===== config.mk =====
export PLATFORM = sky130hd
export DESIGN_NAME = mem_bus_arbiter
export DESIGN_NICKNAME = d
export VERILOG_FILES = /design/src/rtl/mem_bus_arbiter_pkg.sv /design/src/rtl/mem_bus_arbiter_pick.sv /design/src/rtl/mem_bus_arbiter.sv
export SDC_FILE = /design/constraint.sdc
export NUM_CORES = 1
export LEC_CHECK = 0
export ABC_AREA = 0
export CAP_MARGIN = 20
export CORE_MARGIN = 2
export CORE_UTILIZATION = 50
export CTS_CLUSTER_DIAMETER = 150
export DETAILED_ROUTE_END_ITERATION = 10
export DONT_BUFFER_PORTS = 1
export PLACE_DENSITY = 0.68
export SYNTH_ARGS = -nofsm -noshare
export SYNTH_HDL_FRONTEND = slang
export SYNTH_SLANG_ARGS = --single-unit

===== constraint.sdc =====
create_clock -name i_clk -period 3.1 [get_ports i_clk]
set_input_delay 0.465 -clock i_clk [delete_from_list [all_inputs] [get_ports i_clk]]
set_output_delay 0.465 -clock i_clk [all_outputs]
set_load 0.005 [all_outputs]

===== src/rtl/mem_bus_arbiter_pkg.sv =====
// rtl/mem_bus_arbiter_pkg.sv - shared types and constants for the memory bus arbiter
package mem_bus_arbiter_pkg;

  typedef enum logic [1:0] {
    ST_IDLE   = 2'd0,
    ST_ACCESS = 2'd1,
    ST_DONE   = 2'd2
  } state_t;

  localparam logic RW_READ  = 1'b1;
  localparam logic RW_WRITE = 1'b0;

  localparam int PORT_CPU = 0;
  localparam int PORT_DMA = 1;

endpackage


===== src/rtl/mem_bus_arbiter_pick.sv =====
// rtl/mem_bus_arbiter_pick.sv - combinational 2-way picker, round-robin or fixed priority on ties
module rr_pick2 (
  input  logic [1:0] i_req,
  input  logic       i_last,
  input  logic       i_fair,
  output logic [1:0] o_gnt
);

  // i_last is the index of the previous winner; a fair tie goes to the other port
  always_comb begin
    o_gnt = i_req;
    if (i_req == 2'b11) begin
      o_gnt = (i_fair && !i_last) ? 2'b10 : 2'b01;
    end
  end

endmodule


===== src/rtl/mem_bus_arbiter.sv =====
// rtl/mem_bus_arbiter.sv - two-port arbiter driving a single-ported fixed-latency memory bus
module mem_bus_arbiter
  import mem_bus_arbiter_pkg::*;
#(
  parameter int AW       = 32,
  parameter int DW       = 32,
  parameter int MEM_LAT  = 1,
  parameter int MEM_SIZE = 128,
  parameter int FAIR     = 1
) (
  input  logic          i_clk,
  input  logic          i_rst_n,
  input  logic          i_req0,
  input  logic          i_req1,
  input  logic          i_rw0,
  input  logic          i_rw1,
  input  logic [AW-1:0] i_addr0,
  input  logic [AW-1:0] i_addr1,
  input  logic [DW-1:0] i_wdat0,
  input  logic [DW-1:0] i_wdat1,
  output logic          o_ack0,
  output logic          o_ack1,
  output logic          o_err0,
  output logic          o_err1,
  output logic [DW-1:0] o_rdat0,
  output logic [DW-1:0] o_rdat1,
  output logic          o_m_en,
  output logic          o_m_rw,
  output logic [AW-1:0] o_abus,
  output logic [DW-1:0] o_m_wdata,
  input  logic [DW-1:0] i_m_rdata,
  output logic          o_busy,
  output logic [1:0]    o_gnt
);

  localparam logic [3:0] CNT_INIT = 4'(MEM_LAT - 1);

  state_t        r_state;
  state_t        w_next;
  logic [3:0]    r_cnt;
  logic          r_last;
  logic [1:0]    r_gnt;
  logic [1:0]    r_ack;
  logic [1:0]    r_err;
  logic [DW-1:0] r_rdat0;
  logic [DW-1:0] r_rdat1;
  logic          r_m_en;
  logic          r_m_rw;
  logic [AW-1:0] r_abus;
  logic [DW-1:0] r_m_wdata;

  logic [1:0]    w_pick;
  logic          w_sel1;
  logic          w_any;
  logic          w_rw;
  logic [AW-1:0] w_addr;
  logic [DW-1:0] w_wdat;
  logic [AW:0]   w_end;
  logic          w_oor;

  rr_pick2 u_pick (
    .i_req  ({i_req1, i_req0}),
    .i_last (r_last),
    .i_fair (FAIR != 0),
    .o_gnt  (w_pick)
  );

  assign w_any  = i_req0 | i_req1;
  assign w_sel1 = w_pick[PORT_DMA];
  assign w_rw   = w_sel1 ? i_rw1   : i_rw0;
  assign w_addr = w_sel1 ? i_addr1 : i_addr0;
  assign w_wdat = w_sel1 ? i_wdat1 : i_wdat0;
  // one extra bit so a last byte that wraps past 2^AW is still out of range
  assign w_end  = {1'b0, w_addr} + (AW + 1)'(3);
  assign w_oor  = (w_end >= (AW + 1)'(MEM_SIZE));

  always_ff @(posedge i_clk or negedge i_rst_n) begin
    if (!i_rst_n) begin
      r_state <= ST_IDLE;
    end else begin
      r_state <= w_next;
    end
  end

  always_comb begin
    w_next = r_state;
    case (r_state)
      ST_IDLE:   if (w_any) w_next = w_oor ? ST_DONE : ST_ACCESS;
      ST_ACCESS: if (r_cnt == 4'd0) w_next = ST_DONE;
      ST_DONE:   w_next = ST_IDLE;
      default:   w_next = ST_IDLE;
    endcase
  end

  always_ff @(posedge i_clk or negedge i_rst_n) begin
    if (!i_rst_n) begin
      r_cnt     <= 4'd0;
      r_last    <= 1'b1;
      r_gnt     <= 2'b00;
      r_ack     <= 2'b00;
      r_err     <= 2'b00;
      r_rdat0   <= '0;
      r_rdat1   <= '0;
      r_m_en    <= 1'b0;
      r_m_rw    <= RW_READ;
      r_abus    <= '0;
      r_m_wdata <= '0;
    end else begin
      case (r_state)
        ST_IDLE: begin
          if (w_any) begin
            r_gnt  <= w_pick;
            r_last <= w_sel1;
            if (w_oor) begin
              r_ack <= w_pick;
              r_err <= w_pick;
              if (w_pick[PORT_CPU]) r_rdat0 <= '0;
              if (w_pick[PORT_DMA]) r_rdat1 <= '0;
            end else begin
              r_m_en    <= 1'b1;
              r_m_rw    <= w_rw;
              r_abus    <= w_addr;
              r_m_wdata <= w_wdat;
              r_cnt     <= CNT_INIT;
            end
          end
        end
        ST_ACCESS: begin
          if (r_cnt != 4'd0) begin
            r_cnt <= r_cnt - 4'd1;
          end else begin
            r_m_en <= 1'b0;
            r_ack  <= r_gnt;
            r_err  <= 2'b00;
            if (r_m_rw == RW_READ) begin
              if (r_gnt[PORT_CPU]) r_rdat0 <= i_m_rdata;
              if (r_gnt[PORT_DMA]) r_rdat1 <= i_m_rdata;
            end
          end
        end
        ST_DONE: begin
          r_ack <= 2'b00;
          r_err <= 2'b00;
          r_gnt <= 2'b00;
        end
        default: begin
          r_ack <= 2'b00;
          r_err <= 2'b00;
          r_gnt <= 2'b00;
        end
      endcase
    end
  end

  always_comb begin
    o_busy = (r_state != ST_IDLE);
    o_gnt  = (r_state == ST_IDLE) ? 2'b00 : r_gnt;
  end

  assign o_ack0    = r_ack[PORT_CPU];
  assign o_ack1    = r_ack[PORT_DMA];
  assign o_err0    = r_err[PORT_CPU];
  assign o_err1    = r_err[PORT_DMA];
  assign o_rdat0   = r_rdat0;
  assign o_rdat1   = r_rdat1;
  assign o_m_en    = r_m_en;
  assign o_m_rw    = r_m_rw;
  assign o_abus    = r_abus;
  assign o_m_wdata = r_m_wdata;

endmodule


==> flow_results.xml, run 1 <==
<?xml version="1.0" encoding="UTF-8"?>
<metrics>
  <group name="status">
    <metric name="status" unit="">finished with violations</metric>
    <metric name="failing_checks" unit="">negative hold slack, negative setup slack</metric>
  </group>
  <group name="cells_and_area">
    <metric name="nNetsFinal" unit="">869</metric>
    <metric name="share_of_final_layout_standard_cells_stronger_than_drive_strength_1" unit="%">20.87</metric>
    <metric name="num-fill-cells" unit="">1134</metric>
    <metric name="syn2layout_area_growth" unit="%">17.54</metric>
    <metric name="antenna-diode-count" unit="">0</metric>
    <metric name="fin_area" unit="mm²">0.008259</metric>
  </group>
  <group name="detailed_routing">
    <metric name="vias_per_cell" unit="">6.353</metric>
    <metric name="detailedRoute.firstPassIterationCount" unit="">5</metric>
    <metric name="drt_wl_total" unit="µm">19840</metric>
    <metric name="via_count" unit="">5680</metric>
    <metric name="dr.first_iter.drc_count" unit="">385</metric>
    <metric name="detail-route-antenna-nets" unit="">0</metric>
    <metric name="drt-wirelength-per-cell" unit="µm">22.19</metric>
    <metric name="remaining_drc_errors" unit="">0</metric>
  </group>
  <group name="power_and_ir_drop">
    <metric name="leakage" unit="nW">3.918</metric>
    <metric name="power.ir.vdd_worst" unit="mV">0.4127</metric>
    <metric name="power_per_cell_area" unit="mW/mm²">760.1</metric>
  </group>
  <group name="worst_setup_path">
    <metric name="cell_breakdown_of_the_critical_path" unit="">a21boi_4, or4b_4, a222oi_1, buf_4, a221o_1, o31ai_2, nor4_4, and3_4, nand2_8, buf_16, mux2_4</metric>
    <metric name="setup.worst_path.class" unit="">flop to flop</metric>
    <metric name="critical_path_required" unit="ps">3400</metric>
    <metric name="timing.critical_path.fanout_max" unit="">14</metric>
    <metric name="reg2reg_setup_slack" unit="ps">-70</metric>
    <metric name="setup.worst_path.start_class" unit="">flop</metric>
    <metric name="worst_path_max_delay_cell" unit="">sky130_fd_sc_hd__dfstp_2</metric>
    <metric name="worst_r2r_path_depth" unit="">11</metric>
    <metric name="critical_path_arrival" unit="ps">3470</metric>
    <metric name="worstReg2RegEnd" unit="">o_m_wdata[11]</metric>
    <metric name="slowest_delay" unit="ps">560</metric>
    <metric name="cp-end-kind" unit="">flop</metric>
    <metric name="worst_r2r_startpoint" unit="">r_last</metric>
  </group>
  <group name="synth">
    <metric name="post_synth_inst_count" unit="">678</metric>
    <metric name="number_of_register_bits_inferred_by_synthesis" unit="">143</metric>
    <metric name="post_synth_instance_area" unit="mm²">0.007027</metric>
    <metric name="syn-mean-instance-area" unit="µm²">10.36</metric>
    <metric name="ys_async_sr_fraction" unit="%">100.0</metric>
    <metric name="ys.warnings.count" unit="">0</metric>
    <metric name="netlist-cell-type-count" unit="">60</metric>
    <metric name="syn_nets" unit="">846</metric>
    <metric name="synth_top_flop_cell" unit="">sky130_fd_sc_hd__dfrtp_1</metric>
    <metric name="number_of_enable_flip_flop_cells_after_synthesis" unit="">0</metric>
    <metric name="synth-seq-area-share" unit="%">50.96</metric>
  </group>
  <group name="clock_tree">
    <metric name="h-tree-depth" unit="">4</metric>
    <metric name="clk_pin_slew_worst_paths" unit="ps">60</metric>
    <metric name="numCtsBuffers" unit="">17</metric>
    <metric name="clock-root-buffer" unit="">sky130_fd_sc_hd__clkbuf_16</metric>
    <metric name="cts_sink_count" unit="">143</metric>
    <metric name="cts_tree" unit="">done</metric>
    <metric name="clk_path_buf_depth" unit="">2</metric>
    <metric name="worst_skew_pair.late_latency" unit="ps">410</metric>
  </group>
  <group name="sta">
    <metric name="finalMaxSlewViolations" unit="">0</metric>
    <metric name="timing.slew.headroom" unit="%">59.21</metric>
    <metric name="grt_setup_unrepaired" unit="">yes</metric>
    <metric name="final_setup_violations" unit="">72</metric>
    <metric name="hold_slack" unit="ps">-253.3</metric>
    <metric name="post-route-min-period" unit="ps">3172</metric>
    <metric name="timing_limited_maximum_frequency" unit="MHz">315.2</metric>
    <metric name="worst_slew_pin_slew" unit="ps">611.8</metric>
    <metric name="timing_hold_violations_final" unit="">142</metric>
    <metric name="finClkSkew" unit="ps">9.588</metric>
    <metric name="post-route-period-util" unit="%">102.3</metric>
    <metric name="postLayoutSetupSlackWorst" unit="ps">-72.21</metric>
  </group>
  <group name="place">
    <metric name="worst_setup_slack_after_placement" unit="ps">-153.6</metric>
    <metric name="gp_routability_congestion" unit="">0.9038</metric>
    <metric name="numPortBuffers" unit="">0</metric>
    <metric name="sum_of_net_half_perimeters_after_detailed_placement" unit="µm">13860</metric>
    <metric name="detailed_place.area" unit="mm²">0.007378</metric>
  </group>
  <group name="grt">
    <metric name="first_pass_grt_wire_length" unit="µm">30050</metric>
    <metric name="grt.busiest_layer" unit="">met2</metric>
    <metric name="grt.total_usage" unit="%">25.90</metric>
    <metric name="grt_pass1_vias" unit="">5871</metric>
    <metric name="grt_start_max_net_pins" unit="">144</metric>
    <metric name="antenna_found_initial" unit="">0</metric>
    <metric name="met2_use_gr" unit="%">44.76</metric>
    <metric name="globalRouteMet3Util" unit="%">8.643</metric>
    <metric name="grt_use_met1" unit="%">29.69</metric>
    <metric name="global_route.overflow_total" unit="">0</metric>
  </group>
  <group name="floorplanning">
    <metric name="chipHeight" unit="µm">122.5</metric>
    <metric name="floorplan.die_area" unit="mm²">0.01502</metric>
    <metric name="design.portCount" unit="">303</metric>
    <metric name="standard_cell_core_area" unit="mm²">0.01383</metric>
    <metric name="rows" unit="">43</metric>
    <metric name="initial_utilization" unit="%">50.82</metric>
    <metric name="dieWidth" unit="µm">122.5</metric>
  </group>
  <group name="flow_run">
    <metric name="drv.max_cap_violation_count" unit="">0</metric>
  </group>
  <group name="min_path">
    <metric name="hold_path_class" unit="">primary input to async pin</metric>
  </group>
</metrics>
[stage by stage]
stage | utilization [%] | cells | setup TNS (ps) | total power [mW]
finish | 59.73 | 894 | -2751 | 6.277
global route | 59.73 | 894 | -17480 | 6.606
CTS | 58.91 | 888 | -1672 | 6.236
detailed placement | 53.36 | 848 | -11540 | 4.189
global placement | 53.36 | 848 | -8182 | 4.091
floorplan | - | 678 | -5085 | 3.709
[timing repair]
item                                   in CTS  in global routing
gates resized for setup                    16                 15
pin swaps                                   4                  2
setup endpoints to repair                 111                135
cloned                                      4                  3
setup buffers                               4                  3
endpoints found under the hold margin     143                143
[report_power, final]
part | internal, mW | leakage (nW) | switching, mW
clock | 1.21 | 0.277 | 0.782
combinational | 0.677 | 1.69 | 0.816
sequential | 2.33 | 1.95 | 0.462
[critical path, delay by kind of cell (launching register included)]
kind | cells | cell delay [ps]
and+or+nand+nor | 4 | 1100
AOI/OAI and AO/OA | 4 | 680
DFF | 1 | 560
buffers and inverters | 2 | 420
muxes | 1 | 290
[state kept, by name, summed over array words and instances, names as in the netlist]
register   cells
o_m_wdata     32
r_ack          2
o_rdat1       32
r_state        2
o_m_rw         1
r_gnt          2
r_cnt          4
r_err          2
o_rdat0       32
o_m_en         1
o_abus        32
r_last         1
[area by class of cell]
| type | instances | area, µm² | share of cell area [%] |
|---|---|---|---|
| inverters | 10 | 37.54 | 0.4545 |
| repair buffers | 49 | 514.2 | 6.226 |
| well taps | 180 | 225.2 | 2.727 |
| clock buffers | 20 | 446.7 | 5.408 |
| clock inverters | 12 | 132.6 | 1.606 |
| flip-flops and latches | 143 | 3581 | 43.36 |
| multi-input cells | 480 | 3322 | 40.22 |
[kinds of logic after synthesis]
| group | synth area share (%) |
|---|---|
| xor gates and xnor gates | 0.6233 |
| adders and majority gates | 0.3561 |
| muxes | 8.458 |
| and+or+nand+nor | 19.59 |
| buffers and inverters | 3.579 |
| DFF | 50.96 |
| AOI/OAI and AO/OA | 16.44 |
[how the worst max path moves through the flow]
stage / startpoint / endpoint / slack, ps / cells after the start
4_1_cts: r_last / o_m_wdata[6] / -50 / 11
3_3_place_gp: i_addr0[3] / o_m_wdata[4] / -140 / 10
2_1_floorplan: i_req1 / o_m_wdata[11] / -180 / 12
5_1_grt: r_last / o_m_wdata[22] / -180 / 11
3_5_place_dp: r_last / o_rdat0[28] / -150 / 12
6_report: r_last / o_m_wdata[11] / -70 / 11
[synthesized netlist by cell type (all sizes together) (3+ instances only)]
cell	count	area (µm²)
nor4	9	71.32
dfrtp	141	3528
or4	3	26.27
and3	3	20.02
inv	10	37.54
mux2i	8	80.08
mux2	41	514.2
or3	4	25.02
nor3	22	110.1
xnor2	3	26.28
o21ai	15	75.07
nand2	139	524.3
clkbuf	24	90.09
a31oi	6	37.54
buf	21	123.9
and2	30	187.7
a32o	65	650.6
o22ai	4	25.02
nor2b	4	25.02
nand2b	4	25.02
nor2	27	101.4
nand4	14	87.58
a211oi	5	37.54
nand3	12	65.06
a21oi	19	95.09
and4	6	52.55
[cell usage in the layout, fill, tap and decap left out, types with 3 or more instances in the layout]
| master | netlist | layout |
|---|---|---|
| sky130_fd_sc_hd__nor3_1 | 22 | 20 |
| sky130_fd_sc_hd__a32o_1 | 65 | 63 |
| sky130_fd_sc_hd__dfrtp_1 | 141 | 141 |
| sky130_fd_sc_hd__nand2b_1 | 4 | 4 |
| sky130_fd_sc_hd__or3_1 | 4 | 4 |
| sky130_fd_sc_hd__inv_1 | 10 | 10 |
| sky130_fd_sc_hd__nand4_1 | 14 | 14 |
| sky130_fd_sc_hd__a31oi_1 | 6 | 6 |
| sky130_fd_sc_hd__clkinv_2 | 0 | 3 |
| sky130_fd_sc_hd__and4_1 | 6 | 5 |
| sky130_fd_sc_hd__nor2_1 | 27 | 27 |
| sky130_fd_sc_hd__buf_4 | 0 | 36 |
| sky130_fd_sc_hd__mux2i_1 | 8 | 8 |
| sky130_fd_sc_hd__a21oi_1 | 19 | 17 |
| sky130_fd_sc_hd__o21ai_0 | 13 | 12 |
| sky130_fd_sc_hd__clkbuf_16 | 0 | 18 |
| sky130_fd_sc_hd__o22ai_1 | 4 | 4 |
| sky130_fd_sc_hd__buf_12 | 0 | 3 |
| sky130_fd_sc_hd__mux2_2 | 27 | 26 |
| sky130_fd_sc_hd__inv_6 | 0 | 3 |
| sky130_fd_sc_hd__mux2_4 | 14 | 15 |
| sky130_fd_sc_hd__and2_1 | 30 | 30 |
| sky130_fd_sc_hd__clkinvlp_4 | 0 | 3 |
| sky130_fd_sc_hd__a211oi_1 | 5 | 4 |
| sky130_fd_sc_hd__buf_6 | 4 | 5 |
| sky130_fd_sc_hd__nor4_1 | 8 | 8 |
| sky130_fd_sc_hd__nand2_1 | 138 | 137 |
| sky130_fd_sc_hd__nand3_1 | 11 | 11 |
| sky130_fd_sc_hd__nor2b_1 | 4 | 3 |
[routing by layer]
layer  vias up  routed length (µm)
met5         -                   0
met4         0                 530
met3        43                1739
met2       273               10140
met1      2807                7424
li1       2557                   -
Note: power is estimated with default switching activity, not from simulation.
==> run 2: changes to the inputs <==
--- a/config.mk
+++ b/config.mk
@@ -7,6 +7,7 @@
 export LEC_CHECK = 0
 export ABC_AREA = 0
 export CAP_MARGIN = 20
+export CORE_ASPECT_RATIO = 0.8
 export CORE_MARGIN = 2
 export CORE_UTILIZATION = 50
 export CTS_CLUSTER_DIAMETER = 150
==> flow_results.xml, run 2 (same netlist as run 1, synthesis figures left out) <==
<?xml version="1.0" encoding="UTF-8"?>
<metrics>
  <group name="clock_tree">
    <metric name="cts_sink_count" unit="">143</metric>
    <metric name="numCtsBuffers" unit="">17</metric>
    <metric name="cts_tree" unit="">done</metric>
    <metric name="clock-root-buffer" unit="">sky130_fd_sc_hd__clkbuf_16</metric>
    <metric name="worst_skew_pair.late_latency" unit="ps">420</metric>
    <metric name="clk_pin_slew_worst_paths" unit="ps">70</metric>
    <metric name="clk_path_buf_depth" unit="">2</metric>
    <metric name="h-tree-depth" unit="">4</metric>
  </group>
  <group name="detailed_routing">
    <metric name="via_count" unit="">5836</metric>
    <metric name="remaining_drc_errors" unit="">0</metric>
    <metric name="detailedRoute.firstPassIterationCount" unit="">6</metric>
    <metric name="drt_wl_total" unit="µm">21220</metric>
    <metric name="drt-wirelength-per-cell" unit="µm">23.47</metric>
    <metric name="detail-route-antenna-nets" unit="">0</metric>
    <metric name="vias_per_cell" unit="">6.456</metric>
    <metric name="dr.first_iter.drc_count" unit="">427</metric>
  </group>
  <group name="sta">
    <metric name="finalMaxSlewViolations" unit="">0</metric>
    <metric name="final_setup_violations" unit="">135</metric>
    <metric name="hold_slack" unit="ps">-266.2</metric>
    <metric name="postLayoutSetupSlackWorst" unit="ps">-214.3</metric>
    <metric name="post-route-period-util" unit="%">106.9</metric>
    <metric name="timing.slew.headroom" unit="%">49.27</metric>
    <metric name="grt_setup_unrepaired" unit="">yes</metric>
    <metric name="worst_slew_pin_slew" unit="ps">758.1</metric>
    <metric name="timing_limited_maximum_frequency" unit="MHz">301.7</metric>
    <metric name="post-route-min-period" unit="ps">3314</metric>
    <metric name="timing_hold_violations_final" unit="">143</metric>
    <metric name="finClkSkew" unit="ps">10.63</metric>
  </group>
  <group name="floorplanning">
    <metric name="design.portCount" unit="">303</metric>
    <metric name="floorplan.die_area" unit="mm²">0.01502</metric>
    <metric name="dieWidth" unit="µm">136.5</metric>
    <metric name="chipHeight" unit="µm">110.0</metric>
    <metric name="initial_utilization" unit="%">51.49</metric>
    <metric name="standard_cell_core_area" unit="mm²">0.01365</metric>
    <metric name="rows" unit="">38</metric>
  </group>
  <group name="cells_and_area">
    <metric name="share_of_final_layout_standard_cells_stronger_than_drive_strength_1" unit="%">25.28</metric>
    <metric name="fin_area" unit="mm²">0.008578</metric>
    <metric name="final_util" unit="%">62.86</metric>
    <metric name="antenna-diode-count" unit="">0</metric>
    <metric name="final_cell_mix" unit="">sky130_fd_sc_hd__dfrtp_1 (141), sky130_fd_sc_hd__nand2_1 (136), sky130_fd_sc_hd__a32o_1 (62)</metric>
    <metric name="syn2layout_area_growth" unit="%">22.08</metric>
    <metric name="most_common_library_cell_in_the_layout_ignoring_fill_and_taps" unit="">sky130_fd_sc_hd__dfrtp_1</metric>
    <metric name="finish.cell_count_without_fillers" unit="">904</metric>
    <metric name="nNetsFinal" unit="">879</metric>
  </group>
  <group name="worst_setup_path">
    <metric name="setup.worst_path.start_class" unit="">flop</metric>
    <metric name="critical_path_arrival" unit="ps">3620</metric>
    <metric name="timing.critical_path.max_delay_family" unit="">simple AND/OR/NAND/NOR gates</metric>
    <metric name="timing.critical_path.fanout_max" unit="">8</metric>
    <metric name="critPathBufInv" unit="">5</metric>
    <metric name="setup.worst_path.class" unit="">flop to flop</metric>
    <metric name="critical_path_required" unit="ps">3400</metric>
    <metric name="worst_path_max_delay_cell" unit="">sky130_fd_sc_hd__dfstp_2</metric>
    <metric name="cp-end-kind" unit="">flop</metric>
    <metric name="slowest_delay" unit="ps">570</metric>
    <metric name="cell_breakdown_of_the_critical_path" unit="">a21boi_4, or4b_4, a222oi_1, buf_4, buf_6, nand2_1, xnor2_1, and4_1, buf_4, nand3_4, o21ai_4, buf_6, buf_12, a32o_2</metric>
  </group>
  <group name="min_path">
    <metric name="hold_path_class" unit="">primary input to async pin</metric>
  </group>
  <group name="grt">
    <metric name="antenna_found_initial" unit="">0</metric>
    <metric name="grt_pass1_vias" unit="">5801</metric>
    <metric name="grt.total_usage" unit="%">27.30</metric>
    <metric name="grt_start_max_net_pins" unit="">144</metric>
    <metric name="global_route.overflow_total" unit="">0</metric>
    <metric name="first_pass_grt_wire_length" unit="µm">31050</metric>
  </group>
  <group name="place">
    <metric name="detailed_place.area" unit="mm²">0.007448</metric>
    <metric name="gp_routability_congestion" unit="">0.9414</metric>
    <metric name="worst_setup_slack_after_placement" unit="ps">-250.1</metric>
    <metric name="sum_of_net_half_perimeters_after_detailed_placement" unit="µm">14370</metric>
    <metric name="numPlacedInstances" unit="">854</metric>
    <metric name="numPortBuffers" unit="">0</metric>
  </group>
  <group name="status">
    <metric name="failing_checks" unit="">negative hold slack, negative setup slack</metric>
    <metric name="status" unit="">finished with violations</metric>
  </group>
  <group name="flow_run">
    <metric name="drv.max_cap_violation_count" unit="">0</metric>
  </group>
  <group name="power_and_ir_drop">
    <metric name="power.ir.vdd_worst" unit="mV">0.4540</metric>
    <metric name="leakage" unit="nW">4.059</metric>
    <metric name="power_per_cell_area" unit="mW/mm²">752.5</metric>
    <metric name="design_power" unit="mW">6.455</metric>
  </group>
</metrics>
==> run 2: cell count changes in the layout (fill, tap and decap cells not counted), moves of 3 or more <==
cell / delta
sky130_fd_sc_hd__buf_6: +4
sky130_fd_sc_hd__and2_1: -17
sky130_fd_sc_hd__and2_4: +17
sky130_fd_sc_hd__buf_4: -3
sky130_fd_sc_hd__inv_8: +3
sky130_fd_sc_hd__buf_12: +4
sky130_fd_sc_hd__buf_16: +5
==> run 2: final cells by class <==
cell class,count,area (µm²)
Clock buffer,17,425.4
Clock inverter,15,152.6
Fill cell,1067,5067
Inverter,10,37.54
Multi-Input combinational cell,480,3410
Sequential cell,143,3581
Tap cell,180,225.2
Timing Repair Buffer,59,747.0
==> run 2: per-layer routing <==
layer / track usage (%) / part of all wire [%]
met1: 33.53 / 39
met2: 45.82 / 49
met3: 8.551 / 10
met4: 9.524 / 1.8
met5: 0 / 0
==> run 2: final timing paths <==
check	slack [ps]	cells past startpoint	to	start
max in group asynchronous	3130	0	r_last	i_rst_n
worst min-delay path	-270	0	o_rdat0[6]	i_rst_n
worst max-delay path	-210	14	o_rdat0[0]	r_last
min in group i_clk	110	1	r_last	i_req0
worst min register to register	500	1	r_cnt[0]	r_cnt[0]
worst max register to register	-210	14	o_rdat0[0]	r_last
==> run 2: repair_timing <==
action                                 4_1_cts  5_1_grt
pin swaps                                   11        7
cloned                                       9        2
gates resized for setup                     44       20
endpoints found under the hold margin      143      143
buffers inserted                            10        2
setup endpoints to repair                  136      138
==> run 2: power by group <==
part	total [mW]	internal [mW]	switching (mW)	leakage, nW
Combinational	1.64	0.752	0.891	1.83
Sequential	2.83	2.33	0.499	1.95
Clock	1.98	1.13	0.854	0.277
Total	6.46	4.21	2.24	4.06
==> run 2: per-stage QoR <==
step                hold slack [ps]  TNS, ps
finish                       -266.2   -21460
global route                 -289.3   -39400
CTS                          -285.0   -18850
detailed placement            172.4   -24770
global placement              172.2   -25570
floorplan                     169.4    -5085
